==> src/rtl/acc_c_rob.sv <==
// Reorder buffer: tags forwarded accelerator requests and returns their responses in acceptance order.
// Optional macro ACC_C_ROB_BYPASS_EN forwards a response for the waiting head entry without storing it.
module acc_c_rob #(
  parameter int unsigned DataWidth = 32,
  parameter int unsigned AddrWidth = 5,
  parameter int unsigned Depth     = 4,
  localparam int unsigned IdWidth  = $clog2(Depth),
  localparam int unsigned ReqW     = AddrWidth + 32 + 3 * DataWidth,
  localparam int unsigned RspW     = 2 * DataWidth + 8
) (
  input  logic               clk_i,
  input  logic               rst_i,
  input  logic [ReqW-1:0]    slv_q_req_i,
  input  logic               slv_q_wb_i,
  input  logic               slv_q_valid_i,
  output logic               slv_q_ready_o,
  output logic [ReqW-1:0]    mst_q_req_o,
  output logic [IdWidth-1:0] mst_q_id_o,
  output logic               mst_q_valid_o,
  input  logic               mst_q_ready_i,
  input  logic [RspW-1:0]    mst_p_rsp_i,
  input  logic [IdWidth-1:0] mst_p_id_i,
  input  logic               mst_p_valid_i,
  output logic               mst_p_ready_o,
  output logic [RspW-1:0]    slv_p_rsp_o,
  output logic               slv_p_valid_o,
  input  logic               slv_p_ready_i,
  output logic               spurious_o
);

  localparam int unsigned CntWidth = IdWidth + 1;

  logic [Depth-1:0]    alloc_q, alloc_d;
  logic [Depth-1:0]    done_q, done_d;
  logic [RspW-1:0]     data_q [Depth];
  logic [IdWidth-1:0]  head_q, head_d;
  logic [IdWidth-1:0]  tail_q, tail_d;
  logic [CntWidth-1:0] count_q, count_d;
  logic                spurious_q, spurious_d;
  logic                full, blocked, push, pop, rsp_ok, bypass, store;

  // Only write-back requests need a slot; others pass through even when full.
  assign full          = (count_q == CntWidth'(Depth));
  assign blocked       = slv_q_wb_i & full;
  assign mst_q_req_o   = slv_q_req_i;
  assign mst_q_id_o    = tail_q;
  assign mst_q_valid_o = slv_q_valid_i & ~blocked;
  assign slv_q_ready_o = mst_q_ready_i & ~blocked;
  assign push          = slv_q_valid_i & slv_q_ready_o & slv_q_wb_i;

  assign mst_p_ready_o = 1'b1;
  assign rsp_ok        = mst_p_valid_i & alloc_q[mst_p_id_i] & ~done_q[mst_p_id_i];
  assign spurious_d    = mst_p_valid_i & ~rsp_ok;
  assign spurious_o    = spurious_q;

`ifdef ACC_C_ROB_BYPASS_EN
  assign bypass = rsp_ok & (mst_p_id_i == head_q);
`else
  assign bypass = 1'b0;
`endif

  assign slv_p_valid_o = (alloc_q[head_q] & done_q[head_q]) | bypass;
  assign slv_p_rsp_o   = bypass ? mst_p_rsp_i : data_q[head_q];
  assign pop           = slv_p_valid_o & slv_p_ready_i;
  // A bypassed response that is accepted immediately never occupies storage.
  assign store         = rsp_ok & ~(bypass & pop);

  always_comb begin
    alloc_d = alloc_q;
    done_d  = done_q;
    head_d  = head_q;
    tail_d  = tail_q;
    if (store) begin
      done_d[mst_p_id_i] = 1'b1;
    end
    if (pop) begin
      alloc_d[head_q] = 1'b0;
      done_d[head_q]  = 1'b0;
      head_d          = head_q + IdWidth'(1);
    end
    if (push) begin
      alloc_d[tail_q] = 1'b1;
      done_d[tail_q]  = 1'b0;
      tail_d          = tail_q + IdWidth'(1);
    end
    count_d = count_q + CntWidth'(push) - CntWidth'(pop);
  end

  always_ff @(posedge clk_i) begin
    if (rst_i) begin
      alloc_q    <= '0;
      done_q     <= '0;
      head_q     <= '0;
      tail_q     <= '0;
      count_q    <= '0;
      spurious_q <= 1'b0;
    end else begin
      alloc_q    <= alloc_d;
      done_q     <= done_d;
      head_q     <= head_d;
      tail_q     <= tail_d;
      count_q    <= count_d;
      spurious_q <= spurious_d;
    end
  end

  // Payload storage needs no reset; the done flags qualify it.
  always_ff @(posedge clk_i) begin
    if (store) begin
      data_q[mst_p_id_i] <= mst_p_rsp_i;
    end
  end

endmodule

==> config.mk <==
export PLATFORM = sky130hd
export DESIGN_NAME = acc_c_rob
export DESIGN_NICKNAME = d
export VERILOG_FILES = /design/src/rtl/acc_c_rob.sv
export SDC_FILE = /design/constraint.sdc
export NUM_CORES = 1
export LEC_CHECK = 0
export ABC_AREA = 1
export CAP_MARGIN = 20
export CORE_ASPECT_RATIO = 1.2
export CORE_MARGIN = 5
export CORE_UTILIZATION = 45
export DETAILED_ROUTE_END_ITERATION = 6
export GPL_TIMING_DRIVEN = 0
export PLACE_DENSITY_LB_ADDON = 0.12
export SYNTH_ARGS = -nofsm -noshare
export SYNTH_HDL_FRONTEND = slang
export SYNTH_SLANG_ARGS = --single-unit
==> constraint.sdc <==
create_clock -name clk_i -period 3.6 [get_ports clk_i]
set_input_delay 0.36 -clock clk_i [delete_from_list [all_inputs] [get_ports clk_i]]
set_output_delay 0.36 -clock clk_i [all_outputs]
set_load 0.03 [all_outputs]
## Yosys cells after proc, flatten, opt, wreduce, memory -nomap -nowiden

Memories as Yosys holds them, arrays and structs flattened. A register that Yosys moved wholly into a read port is not among the register bits.
Cells that the tools add are included.

| cells by class | value |
|---|---|
| add/sub/neg operators | 4 |
| $mul | 0 |
| div/mod/pow operators | 0 |
| $lt $le $gt $ge | 6 |
| equal/unequal tests | 1 |
| shift operators | 0 |
| muxes and demuxes | 23 |
| bitwise logic cells | 20 |
| reduce and logical (&&, ||, !) cells | 3 |

Operators with widths:

| cell | count |
|---|---|
| 2-to-1 mux 4 bit | 5 |
| AND 4 bit | 3 |
| AND 1 bit | 10 |
| < comparator 2 x 3 -> 1 bit (second input constant) | 3 |
| 2-to-1 mux 1 bit | 9 |
| binary-select mux 1 bit (select 2 bit) | 4 |
| inverter 4 bit | 2 |
| OR 4 bit | 2 |
| demux 1 bit (select 2 bit) | 3 |
| >= comparator 2 x 1 -> 1 bit (second input constant) | 3 |
| adder 2 x 1 -> 2 bit (second input constant) | 2 |
| 2-to-1 mux 2 bit | 2 |
| adder 3 x 1 -> 3 bit | 1 |
| == test 3 bit (second input constant) | 1 |
| logical AND 1 bit | 3 |
| inverter 1 bit | 3 |
| subtractor 3 x 1 -> 3 bit | 1 |

| word-level totals | value |
|---|---|
| register bits after elaboration | 16 |
| latch bits | 0 |
| RAM bits | 288 |
| memory bits (read-only) | 0 |
| output and inout port bits | 212 |
| word-level logic and storage cells | 64 |
| memories | 1 |

Memory list:

| memory | depth | bits a word | read ports | clocked after Yosys merged registers in | write ports | RTL line | RTL |
|---|---|---|---|---|---|---|---|
| data_q | 4 | 72 | 1 | 1 | 1 | 35 | `logic [RspW-1:0] data_q [Depth];` |

## Logic depth before layout (Yosys ltp)

| depth | value |
|---|---|
| word-level depth | 10 |
| mapped depth | 11 |
| depth with buffers taken out | 11 |

## Worst setup path after synthesis

No wires, ideal clock.

| path | value |
|---|---|
| kind | in2reg |
| start point | input mst_p_id_i[0] |
| end point | memory data_q[0][0] (netlist name) (enable) |
| setup time | 0.426 ns |
| data arrival time | 2.245 ns |
| required time | 3.174 ns |
| setup slack | 0.929 ns |
| cell stages on the path | 7 |
| path buffers | 0 |
| cell sequence | inv_2 nor2_1 nand2_1 nand2_1 nor2_4 nand3_1 inv_1 |

| on the way | value |
|---|---|
| longest elaborated chain between the ends | 6 |
| elaborated cells on any way between the ends | 9 |
| classes of those cells | mux: 6; bitwise: 3 |

RTL lines:

| item | RTL line | RTL |
|---|---|---|
| start, declared | 22 | `input logic [IdWidth-1:0] mst_p_id_i,` |
| binary-select mux 1 bit (select 2 bit) | 52 | `assign rsp_ok = mst_p_valid_i & alloc_q[mst_p_id_i] & ~done_q[mst_p_id_i];` |
| 2-to-1 mux 1 bit (not written as such) | 52 |  |
| AND 1 bit / inverter 1 bit (equally long branches) | 52 |  |
| AND 1 bit | 52 |  |
| 2-to-1 mux 1 bit | 109 | `if (store) begin` |
| 2-to-1 mux 1 bit (not written as such) | 110 | `data_q[mst_p_id_i] <= mst_p_rsp_i;` |
| end, declared | 35 |  |

Several ways; a longest one is shown, not always the timed one. The select of a mux whose other input is x is not followed.

==> metrics.cfg <==
[clocking]
h-tree-depth=1
cts-root-buf=clkbuf_16
cts_resized=0
post_cts_buffers=0
worstSkewPairLatency_ns=0.54
clkTransAtPathRegs_ns=0.06
cts_sinks=306
cts_tree=done
cts_inserted_buffers=30
clock_path_buffers=3
ctsHoldBuffers=0

[floorplan]
placementRows=67
die_x_um=163
initial_utilization_pct=45.5
die_h_um=194
core_area_um2=27900
dieArea_um2=31700
io_pins=426

[synthesis]
syn_area_per_cell_um2=12.8
synthCells=993
ys_types=23
ys_ff_latch=306
syn-cell-area_um2=12700
yosysWarnings=0
synth.net_count=1218
ys_seq_area_share_pct=70.9

[routing]
wl_per_cell_um=20.2
drt_iter0_markers=411
viasPerCell=5.00
final_antenna_net_count=0
vias=8598
wirelength_mm=34.7
drtPass1Iterations=5
route.detailed.drc=0

[grt]
grt_pass1_wl_mm=51.5
antenna_found_initial=0
overflow=0
grt_pass1_vias=8701
grt_max_degree=54
grt.total_usage_pct=20.9

[finish]
drive_gt1_share_pct=16.1
nNetsFinal=1544
fin_area_um2=17100
area_growth_pct=34.8
fillers=2229

[critical_path]
crit_path_start_kind=register
worstSetupPathType=reg2out
critPathCaptureType=output port
r2r_setup_slack_ns=1.38
slowest_stage=clkdlybuf4s50_1
crit_path_max_fanout=10
slowest_delay_ns=0.74
crit_required_ns=3.24
cp_common_cell=buf_2
cpLargestDelayFamily=buffers and inverters
cp.buffers_inverters=4
worstPathCellList=buf_2 > buf_2 > buf_2 > nor2_1 > o22ai_1 > clkdlybuf4s50_1
cp.arrival_ns=2.90

[timing]
max_slew.worst_pin.slew_ns=0.574
finalHoldViolCount=0
fin_crit_sh_pct=90.6
slew_violations=0
clock.fmax_mhz=306
finalCriticalPeriod_ns=3.26
clock_skew_ns=0.0155
setup_viol=0
holdWs_ns=0.121
slew_headroom_pct=61.7
rsz0062_at_grt=no

[placement]
numPortBuffers=290
dp_hpwl_mm=24.1
gp_congestion=0.770
placed_area_um2=16200

[pwr]
leakage_nw=6.20
max-vdd-ir-drop_mv=0.407
powerDensity_nw_per_um2=437

[status]
status=finished, final reports clean

[run]
cap_violations=0

[worst_hold_path]
hold_path.class=in2reg

==> cells in the final DEF (no fill, tap or decap), drive strengths merged, types with 2 or more instances in the layout <==
cell and instances:
clkdlybuf4s50 290, ha 10, nand2 43, clkinv 14, buf 157, a21oi 6
o21ai 144, clkbuf 67, nand3 21, bufinv 2, xor2 2, edfxtp 288
o22ai 72, inv 38, nor2 159, dfxtp 18, nand4 8
==> power breakdown <==
part / total, W / internal [W] / switching, W
Sequential: 0.00391 / 0.00390 / 0.00000469
Combinational: 0.000622 / 0.000314 / 0.000308
Clock: 0.00296 / 0.00171 / 0.00125
==> cell type report <==
cell class	count	area, um2	area share, %
inverter	37	151	0.884
clock buffer	37	798	4.66
antenna	1	2.50	0.0146
sequential	306	9010	52.6
tap	379	474	2.77
timing repair buffer	294	3010	17.5
clock inverter	17	133	0.774
multi-input combinational	467	2330	13.6
buffer	183	1230	7.19
==> metrics by stage <==
stage          util (%)  power, W  setup WS [ns]  setup TNS (ns)  std cells
3_3_place_gp       57.6   0.00460         -0.961         -253.78       1662
6_report           61.4   0.00749          0.337               0       1721
3_5_place_dp       58.0   0.00461          0.875               0       1666
4_1_cts            61.4   0.00755          0.278               0       1720
5_1_grt            61.4   0.00773          0.203               0       1720
2_1_floorplan         -   0.00430          0.929               0        993
==> cells in the mapped netlist <==
master | number | area share (%)
conb_1 | 1 | 0.030
fa_1 | 1 | 0.16
o21ai_0 | 136 | 5.4
dfxtp_1 | 18 | 2.8
nor2_4 | 3 | 0.27
inv_2 | 4 | 0.12
inv_4 | 1 | 0.049
nand4_1 | 8 | 0.39
nor2_2 | 4 | 0.20
nand2_1 | 43 | 1.3
o21ai_1 | 8 | 0.32
buf_2 | 12 | 0.47
nor2_1 | 152 | 4.5
a21oi_1 | 6 | 0.24
ha_1 | 10 | 0.98
o22ai_1 | 72 | 3.5
edfxtp_1 | 288 | 68
nand3_2 | 3 | 0.24
inv_1 | 32 | 0.95
buf_4 | 141 | 8.3
nand3_1 | 18 | 0.71
clkbuf_1 | 30 | 0.89
xor2_1 | 2 | 0.14
==> routing by layer <==
metal	vias to the layer above	part of all wire [%]	track usage, %
met5	-	0	0
met4	0	1.5	4.29
met3	37	8.1	4.59
met2	315	51	36.6
met1	4172	39	26.7
li1	4074	-	-
==> worst paths after layout <==
| path | from | endpoint | cells past startpoint |
|---|---|---|---|
| worst max-delay path | register | slv_p_rsp_o[35] | 6 |
| worst min-delay path | rst_i | count_q[1]$_SDFF_PP0_ | 2 |
| worst max register to register | count_q[1]$_SDFF_PP0_ | count_q[2]$_SDFF_PP0_ | 11 |
| worst min register to register | alloc_q[0]$_SDFF_PP0_ | alloc_q[0]$_SDFF_PP0_ | 2 |
==> state kept, by name, indices dropped and copies added, names as in the netlist, named ones only <==
| register | cells |
|---|---|
| data_q | 288 |
| mst_q_id_o | 2 |
| head_q | 2 |
| spurious_o | 1 |
| alloc_q | 4 |
| count_q | 3 |
| done_q | 4 |
==> cells by family after synthesis <==
logic type	count (synthesis)	synth area share, %
buf+inv	220	10.8
xor+xnor	2	0.138
simple gates	231	7.56
other cells	1	0.0295
fa+ha+maj	11	1.14
flops	306	70.9
compound gates	222	9.45
No activity file was read; power rests on OpenSTA's default activity.
